--- src/rtl/riscv_pkg.sv ---
// Shared RISC-V encodings for the writeback path: result sources, load funct3
// codes, load error codes, and the writeback FSM state type.
package riscv_pkg;

    localparam logic [1:0] WB_ALU  = 2'd0;
    localparam logic [1:0] WB_LOAD = 2'd1;
    localparam logic [1:0] WB_PC4  = 2'd2;
    localparam logic [1:0] WB_NONE = 2'd3;

    localparam logic [2:0] F3_LB  = 3'd0;
    localparam logic [2:0] F3_LH  = 3'd1;
    localparam logic [2:0] F3_LW  = 3'd2;
    localparam logic [2:0] F3_LBU = 3'd4;
    localparam logic [2:0] F3_LHU = 3'd5;

    localparam logic [1:0] ERR_NONE     = 2'd0;
    localparam logic [1:0] ERR_MISALIGN = 2'd1;
    localparam logic [1:0] ERR_TIMEOUT  = 2'd2;
    localparam logic [1:0] ERR_ILLEGAL  = 2'd3;

    typedef enum logic {
        ST_IDLE     = 1'b0,
        ST_WAIT_RSP = 1'b1
    } wb_state_t;

    function automatic logic load_legal(input logic [2:0] f3);
        return (f3 == F3_LB) || (f3 == F3_LH) || (f3 == F3_LW) ||
               (f3 == F3_LBU) || (f3 == F3_LHU);
    endfunction

    // Halfwords need an even address, words a 4-byte aligned one.
    function automatic logic load_misaligned(input logic [2:0] f3, input logic [1:0] off);
        logic mis;
        mis = 1'b0;
        if ((f3 == F3_LH) || (f3 == F3_LHU)) mis = off[0];
        else if (f3 == F3_LW)                 mis = (off != 2'd0);
        return mis;
    endfunction

endpackage

--- src/rtl/writeback_unit_if.sv ---
// Upstream instruction issue bundle into the writeback unit.
// Handshake: an instruction transfers on a rising clk edge where in_valid and
// in_ready are both high; the payload fields are only meaningful with in_valid.
interface writeback_unit_if;
    logic        in_valid;
    logic        in_ready;
    logic [1:0]  wb_sel;
    logic        rd_we_in;
    logic [4:0]  rd_addr_in;
    logic [31:0] alu_result;
    logic [31:0] pc_plus4;
    logic [2:0]  ld_funct3;

    modport master (
        output in_valid, wb_sel, rd_we_in, rd_addr_in, alu_result, pc_plus4, ld_funct3,
        input  in_ready
    );

    modport slave (
        input  in_valid, wb_sel, rd_we_in, rd_addr_in, alu_result, pc_plus4, ld_funct3,
        output in_ready
    );
endinterface

--- src/rtl/load_align.sv ---
// Picks the byte/half at the load offset out of an aligned memory word and
// sign- or zero-extends it according to the load funct3.
module load_align
    import riscv_pkg::*;
(
    input  logic [31:0] word,
    input  logic [1:0]  offset,
    input  logic [2:0]  funct3,
    output logic [31:0] data
);

    logic [7:0]  byte_sel;
    logic [15:0] half_sel;

    always_comb begin
        byte_sel = word[7:0];
        case (offset)
            2'd0: byte_sel = word[7:0];
            2'd1: byte_sel = word[15:8];
            2'd2: byte_sel = word[23:16];
            2'd3: byte_sel = word[31:24];
            default: byte_sel = word[7:0];
        endcase
        half_sel = offset[1] ? word[31:16] : word[15:0];

        data = word;
        case (funct3)
            F3_LB:   data = {{24{byte_sel[7]}}, byte_sel};
            F3_LH:   data = {{16{half_sel[15]}}, half_sel};
            F3_LBU:  data = {24'd0, byte_sel};
            F3_LHU:  data = {16'd0, half_sel};
            default: data = word;
        endcase
    end

endmodule

--- src/rtl/writeback_unit.sv ---
// Writeback stage: registers ALU/PC4 results in one cycle, waits for data
// memory on loads, and reports misaligned, illegal and timed-out loads.
module writeback_unit
    import riscv_pkg::*;
#(
    parameter int TIMEOUT = 255
) (
    input  logic              clk,
    input  logic              rst,
    writeback_unit_if.slave   up,
    input  logic              mem_rsp_valid,
    input  logic [31:0]       mem_rsp_data,
    output logic              wr_en,
    output logic [4:0]        rd_addr,
    output logic [31:0]       rd_data,
    output logic              retire,
    output logic              ld_err,
    output logic [1:0]        ld_err_code,
    output wb_state_t         state_dbg
);

    localparam int CNT_W = (TIMEOUT < 2) ? 1 : $clog2(TIMEOUT + 1);
    localparam logic [CNT_W-1:0] CNT_LAST = CNT_W'(TIMEOUT - 1);

    wb_state_t        state, state_nxt;
    logic [CNT_W-1:0] cnt, cnt_nxt;
    logic             cap_we, cap_we_nxt;
    logic [4:0]       cap_rd, cap_rd_nxt;
    logic [2:0]       cap_funct3, cap_funct3_nxt;
    logic [1:0]       cap_off, cap_off_nxt;

    logic             wr_en_nxt, retire_nxt, ld_err_nxt;
    logic [1:0]       ld_err_code_nxt;
    logic [4:0]       rd_addr_nxt;
    logic [31:0]      rd_data_nxt;
    logic [31:0]      load_data;
    logic             alu_we;
    logic             load_we;

    load_align u_load_align (
        .word   (mem_rsp_data),
        .offset (cap_off),
        .funct3 (cap_funct3),
        .data   (load_data)
    );

    assign up.in_ready = (state == ST_IDLE) && !rst;
    assign state_dbg   = state;

    always_comb begin
        state_nxt       = state;
        cnt_nxt         = cnt;
        cap_we_nxt      = cap_we;
        cap_rd_nxt      = cap_rd;
        cap_funct3_nxt  = cap_funct3;
        cap_off_nxt     = cap_off;
        wr_en_nxt       = 1'b0;
        retire_nxt      = 1'b0;
        ld_err_nxt      = 1'b0;
        ld_err_code_nxt = ld_err_code;
        rd_addr_nxt     = rd_addr;
        rd_data_nxt     = rd_data;
        alu_we  = up.rd_we_in && (up.rd_addr_in != 5'd0) && (up.wb_sel != WB_NONE);
        load_we = cap_we && (cap_rd != 5'd0);

        case (state)
            ST_IDLE: begin
                if (up.in_valid) begin
                    if (up.wb_sel == WB_LOAD) begin
                        if (!load_legal(up.ld_funct3)) begin
                            ld_err_nxt      = 1'b1;
                            ld_err_code_nxt = ERR_ILLEGAL;
                        end else if (load_misaligned(up.ld_funct3, up.alu_result[1:0])) begin
                            ld_err_nxt      = 1'b1;
                            ld_err_code_nxt = ERR_MISALIGN;
                        end else begin
                            cap_we_nxt     = up.rd_we_in;
                            cap_rd_nxt     = up.rd_addr_in;
                            cap_funct3_nxt = up.ld_funct3;
                            cap_off_nxt    = up.alu_result[1:0];
                            cnt_nxt        = '0;
                            state_nxt      = ST_WAIT_RSP;
                        end
                    end else begin
                        // Reserved wb_sel still retires, it just never writes.
                        retire_nxt = 1'b1;
                        wr_en_nxt  = alu_we;
                        if (alu_we) begin
                            rd_addr_nxt = up.rd_addr_in;
                            rd_data_nxt = (up.wb_sel == WB_PC4) ? up.pc_plus4 : up.alu_result;
                        end
                    end
                end
            end
            ST_WAIT_RSP: begin
                if (mem_rsp_valid) begin
                    retire_nxt = 1'b1;
                    wr_en_nxt  = load_we;
                    if (load_we) begin
                        rd_addr_nxt = cap_rd;
                        rd_data_nxt = load_data;
                    end
                    cnt_nxt   = '0;
                    state_nxt = ST_IDLE;
                end else if (cnt == CNT_LAST) begin
                    ld_err_nxt      = 1'b1;
                    ld_err_code_nxt = ERR_TIMEOUT;
                    cnt_nxt         = '0;
                    state_nxt       = ST_IDLE;
                end else begin
                    cnt_nxt = cnt + 1'b1;
                end
            end
            default: state_nxt = ST_IDLE;
        endcase
    end

    always_ff @(posedge clk) begin
        if (rst) begin
            state       <= ST_IDLE;
            cnt         <= '0;
            cap_we      <= 1'b0;
            cap_rd      <= 5'd0;
            cap_funct3  <= 3'd0;
            cap_off     <= 2'd0;
            wr_en       <= 1'b0;
            retire      <= 1'b0;
            ld_err      <= 1'b0;
            ld_err_code <= ERR_NONE;
            rd_addr     <= 5'd0;
            rd_data     <= 32'd0;
        end else begin
            state       <= state_nxt;
            cnt         <= cnt_nxt;
            cap_we      <= cap_we_nxt;
            cap_rd      <= cap_rd_nxt;
            cap_funct3  <= cap_funct3_nxt;
            cap_off     <= cap_off_nxt;
            wr_en       <= wr_en_nxt;
            retire      <= retire_nxt;
            ld_err      <= ld_err_nxt;
            ld_err_code <= ld_err_code_nxt;
            rd_addr     <= rd_addr_nxt;
            rd_data     <= rd_data_nxt;
        end
    end

endmodule

--- src/flat_wrapper.sv ---
// flat-port wrapper written by rule: the top's interface ports become plain ports
module writeback_unit_flat import riscv_pkg::*;
#(
    parameter int TIMEOUT = 255
)
  (clk, rst, mem_rsp_valid, mem_rsp_data, wr_en, rd_addr, rd_data, retire, ld_err, ld_err_code, state_dbg, up_in_valid, up_wb_sel, up_rd_we_in, up_rd_addr_in, up_alu_result, up_pc_plus4, up_ld_funct3, up_in_ready);
  writeback_unit_if up_i ();
  input  logic clk;
  input  logic rst;
  input  logic mem_rsp_valid;
  input  logic [31:0] mem_rsp_data;
  output logic wr_en;
  output logic [4:0] rd_addr;
  output logic [31:0] rd_data;
  output logic retire;
  output logic ld_err;
  output logic [1:0] ld_err_code;
  output wb_state_t state_dbg;
  input wire logic [$bits(up_i.in_valid)-1:0] up_in_valid;
  input wire logic [$bits(up_i.wb_sel)-1:0] up_wb_sel;
  input wire logic [$bits(up_i.rd_we_in)-1:0] up_rd_we_in;
  input wire logic [$bits(up_i.rd_addr_in)-1:0] up_rd_addr_in;
  input wire logic [$bits(up_i.alu_result)-1:0] up_alu_result;
  input wire logic [$bits(up_i.pc_plus4)-1:0] up_pc_plus4;
  input wire logic [$bits(up_i.ld_funct3)-1:0] up_ld_funct3;
  output wire logic [$bits(up_i.in_ready)-1:0] up_in_ready;
  assign up_i.in_valid = up_in_valid;
  assign up_i.wb_sel = up_wb_sel;
  assign up_i.rd_we_in = up_rd_we_in;
  assign up_i.rd_addr_in = up_rd_addr_in;
  assign up_i.alu_result = up_alu_result;
  assign up_i.pc_plus4 = up_pc_plus4;
  assign up_i.ld_funct3 = up_ld_funct3;
  assign up_in_ready = up_i.in_ready;
  writeback_unit #(.TIMEOUT(TIMEOUT)) u_core (.clk(clk), .rst(rst), .up(up_i), .mem_rsp_valid(mem_rsp_valid), .mem_rsp_data(mem_rsp_data), .wr_en(wr_en), .rd_addr(rd_addr), .rd_data(rd_data), .retire(retire), .ld_err(ld_err), .ld_err_code(ld_err_code), .state_dbg(state_dbg));
endmodule
--- config.mk ---
export PLATFORM = sky130hd
export DESIGN_NAME = writeback_unit_flat
export DESIGN_NICKNAME = d
export VERILOG_FILES = /design/src/rtl/riscv_pkg.sv /design/src/rtl/writeback_unit_if.sv /design/src/rtl/load_align.sv /design/src/rtl/writeback_unit.sv /design/src/flat_wrapper.sv
export SDC_FILE = /design/constraint.sdc
export NUM_CORES = 1
export LEC_CHECK = 0
export CAP_MARGIN = 25
export CORE_UTILIZATION = 43
export DETAILED_ROUTE_END_ITERATION = 7
export PLACE_DENSITY = 0.82
export SYNTH_ARGS = -nofsm -noshare
export SYNTH_HDL_FRONTEND = slang
export SYNTH_SLANG_ARGS = --single-unit
export TNS_END_PERCENT = 1
--- constraint.sdc ---
create_clock -name clk -period 1.85 [get_ports clk]
set_input_delay 0.185 -clock clk [delete_from_list [all_inputs] [get_ports clk]]
set_output_delay 0.185 -clock clk [all_outputs]
set_load 0.05 [all_outputs]
==> impl_metrics.tcl <==
set metrics [dict create \
    synth-main-ff-cell "dfxtp_1" \
    start_util 0.446 \
    ff_latch_area_mm2 0.00124 \
    cp.arrival_ns 1.99 \
    end_kind "flip-flop" \
    min_period_over_period 0.941 \
    ys_seq_area_frac 0.338 \
    layout.cells.non_filler 703 \
    drt-total-wl_mm 11.9 \
    syn_to_final_growth_pct 55.3 \
    h-tree-depth 3 \
    synth_edf_count 0 \
    clk-insertion-delay-late_ns 0.35 \
    critPathRequiredTime_ns 2.10 \
    n_antenna_cell 0 \
    synth_mux_area_frac 0.113 \
    multi_input_area_mm2 0.00227 \
    drive_above_1_share 0.172 \
    fin_setup_tns_ns 0 \
    grt_pass1_vias 3697 \
    synthAdderAreaFrac 0.00682 \
    synth-seq-cells 62 \
    slew_headroom 0.626 \
    clock_skew_ns 0.0110 \
    netlist_instances 429 \
    fp.dieArea_mm2 0.00890 \
    postLayoutCoreUtil 0.693 \
    via_per_inst 5.64 \
    timing.critical_path.from_type "flip-flop" \
    fin_nets 706 \
    fill_cells 636 \
    crit_chain "mux2i_2 > or4_1 > o2111ai_2 > buf_12 > a21oi_1 > o31ai_1" \
    die_height_um 94.4 \
    ctsHoldBuffers 0 \
    cpLargestDelayFamily "compound AO/OA/AOI/OAI gates" \
    pin_count 155 \
    finalPower_mw 3.32 \
    path_buf_inv 1 \
    dr.first_iter.drc_count 233 \
    slew_violations 0 \
    synth.net_count 542 \
    placedInstanceArea_mm2 0.00552 \
    status "finished clean" \
    yosys_warnings 0 \
    setup_viol 0 \
    fmax_mhz 575 \
    dp_slack_ns -0.0994 \
    cts_tree "built" \
    rsz0062_at_grt "false" \
    worstSetupPathType "reg -> reg" \
    drt_first_pass_iters 4 \
    hpwlAfterDp_mm 9.01 \
    grt_max_degree 53 \
    leakagePower_nw 2.14 \
    io_buffers 154 \
    tightest_slew_ns 0.560 \
    synth.avg_cell_area_um2 8.55 \
    p_per_area_mw_per_mm2 582 \
    core_area_mm2 0.00822 \
    clk_pin_slew_worst_paths_ns 0.08 \
    fin_area_mm2 0.00569 \
    grt_pass1_wl_mm 18.2 \
    vias 3968 \
    antenna_found_initial 0 \
    routabilityCongestion 0.858 \
    cts.path.max_buffers 2 \
    cts_buffers 9 \
    gr-total-overflow 0 \
    synthXorXnorAreaFrac 0 \
    hold_class "reg -> reg" \
    synthSimpleGateAreaFrac 0.208 \
    fin_crit_ns 1.74 \
    reg2reg_slack_ns 0.11 \
    peakVddDrop_mv 0.411 \
    ys_types 50 \
    placed_cells 687 \
    holdWs_ns 0.457 \
    rows 33 \
    synth_top_family_by_area "compound AO/OA/AOI/OAI gates" \
    setup_slack_ns 0.110 \
    synthArstFlopShare 0 \
    route.detailed.drc 0 \
    slowest_delay_ns 0.47 \
    synth_area_mm2 0.00367 \
    cts_sinks 62 \
    cts_root_buf "clkbuf_8" \
    hold_violations 0 \
    max_cap_violations 0 \
    ant_nets 0 \
    wl_per_cell_um 16.9 \
    grt_usage 0.263 \
    critPathMaxFanout 7 \
    synth-compound-area-share 0.285 \
    die_x_um 94.4 \
    slowest_stage "dfxtp_1" \
]
cells in the final DEF (no fill, tap or decap), drive strengths merged, types with 2 or more instances in the layout:
master and n:
nand2b 5, buf 33, clkdlybuf4s50 152, nor2b 29
nand2 37, nor3 2, nor3b 2, clkinv 4
inv 5, o21ai 9, nor2 31, nand4 2
dfxtp 62, a211oi 26, nand3b 11, a31o 7
o31ai 24, and2 3, nand3 19, o22ai 8
a22o 8, a31oi 12, mux2 20, mux2i 19
ha 2, clkbuf 12, a21oi 36
cells by family after synthesis:
logic type | Yosys count
mux | 39
fa+ha+maj | 2
simple gates | 148
flops | 62
buf+inv | 38
compound gates | 140
worst min-delay path, stage by stage, from the launching register on:
cell and delay [ns]:
dfxtp_1 0.31, nand2_1 0.05, o31ai_1 0.05
synthesized netlist by cell type, types with 5 or more instances:
cell type   n  area share
o22ai_1     8       0.014
a21oi_1    28       0.038
buf_2      11       0.015
nand2b_1    5      0.0085
nand3b_1   11       0.023
nor2b_1    29       0.049
mux2_2     20       0.061
nand3_1    19       0.026
o31ai_2    10       0.034
mux2i_1    19       0.052
a31oi_1    12       0.020
nor2_1     31       0.032
a22o_1      8       0.019
a21oi_2     8       0.019
clkbuf_1   17       0.017
nand2_1    37       0.038
o21ai_0     8       0.011
a31o_2      7       0.017
dfxtp_1    62        0.34
inv_1       5      0.0051
o31ai_1    13       0.027
a211oi_1   26       0.053
routing by layer:
layer  global-route usage  wire (um)  up-vias
li1                     -          -     1921
met1                0.314       4970     1849
met2                0.455       5690      172
met3               0.0539        928       26
met4                0.114        322        0
met5                    0          0        -
flip-flops by register name, summed over array words and instances, names as in the netlist:
register            flops
u_core.cap_rd           5
u_core.cap_funct3       3
u_core.state_dbg        1
u_core.wr_en            1
u_core.ld_err           1
u_core.cap_we           1
u_core.ld_err_code      2
u_core.rd_addr          5
u_core.cnt              8
u_core.retire           1
u_core.cap_off          2
u_core.rd_data         32
path summary, 6_finish.rpt:
path | start | endpoint | depth (start not counted)
hold reg to reg | u_core.rd_data[21] | u_core.rd_data[21] | 2
setup reg to reg | u_core.cap_off[0] | u_core.rd_data[8] | 6
setup / recovery | u_core.cap_off[0] | u_core.rd_data[8] | 6
hold / removal | u_core.rd_data[21] | u_core.rd_data[21] | 2
repair_timing:
item	in CTS	in global routing
cloned	0	0
buffers inserted	0	0
gates resized for setup	1	1
setup endpoints to repair	3	2
final cells by class:
cell class	instances	area share
well taps	105	0.0231
clock buffers	12	0.0255
repair buffers	185	0.326
multi-input cells	329	0.399
flip-flops and latches	62	0.218
clock inverters	4	0.00396
inverters	6	0.00396
power by group:
group          switching, mW  internal [mW]
combinational          0.404          0.442
clock                  0.551          0.517
sequential            0.0270           1.38
Power figures use the tool's default switching activity.
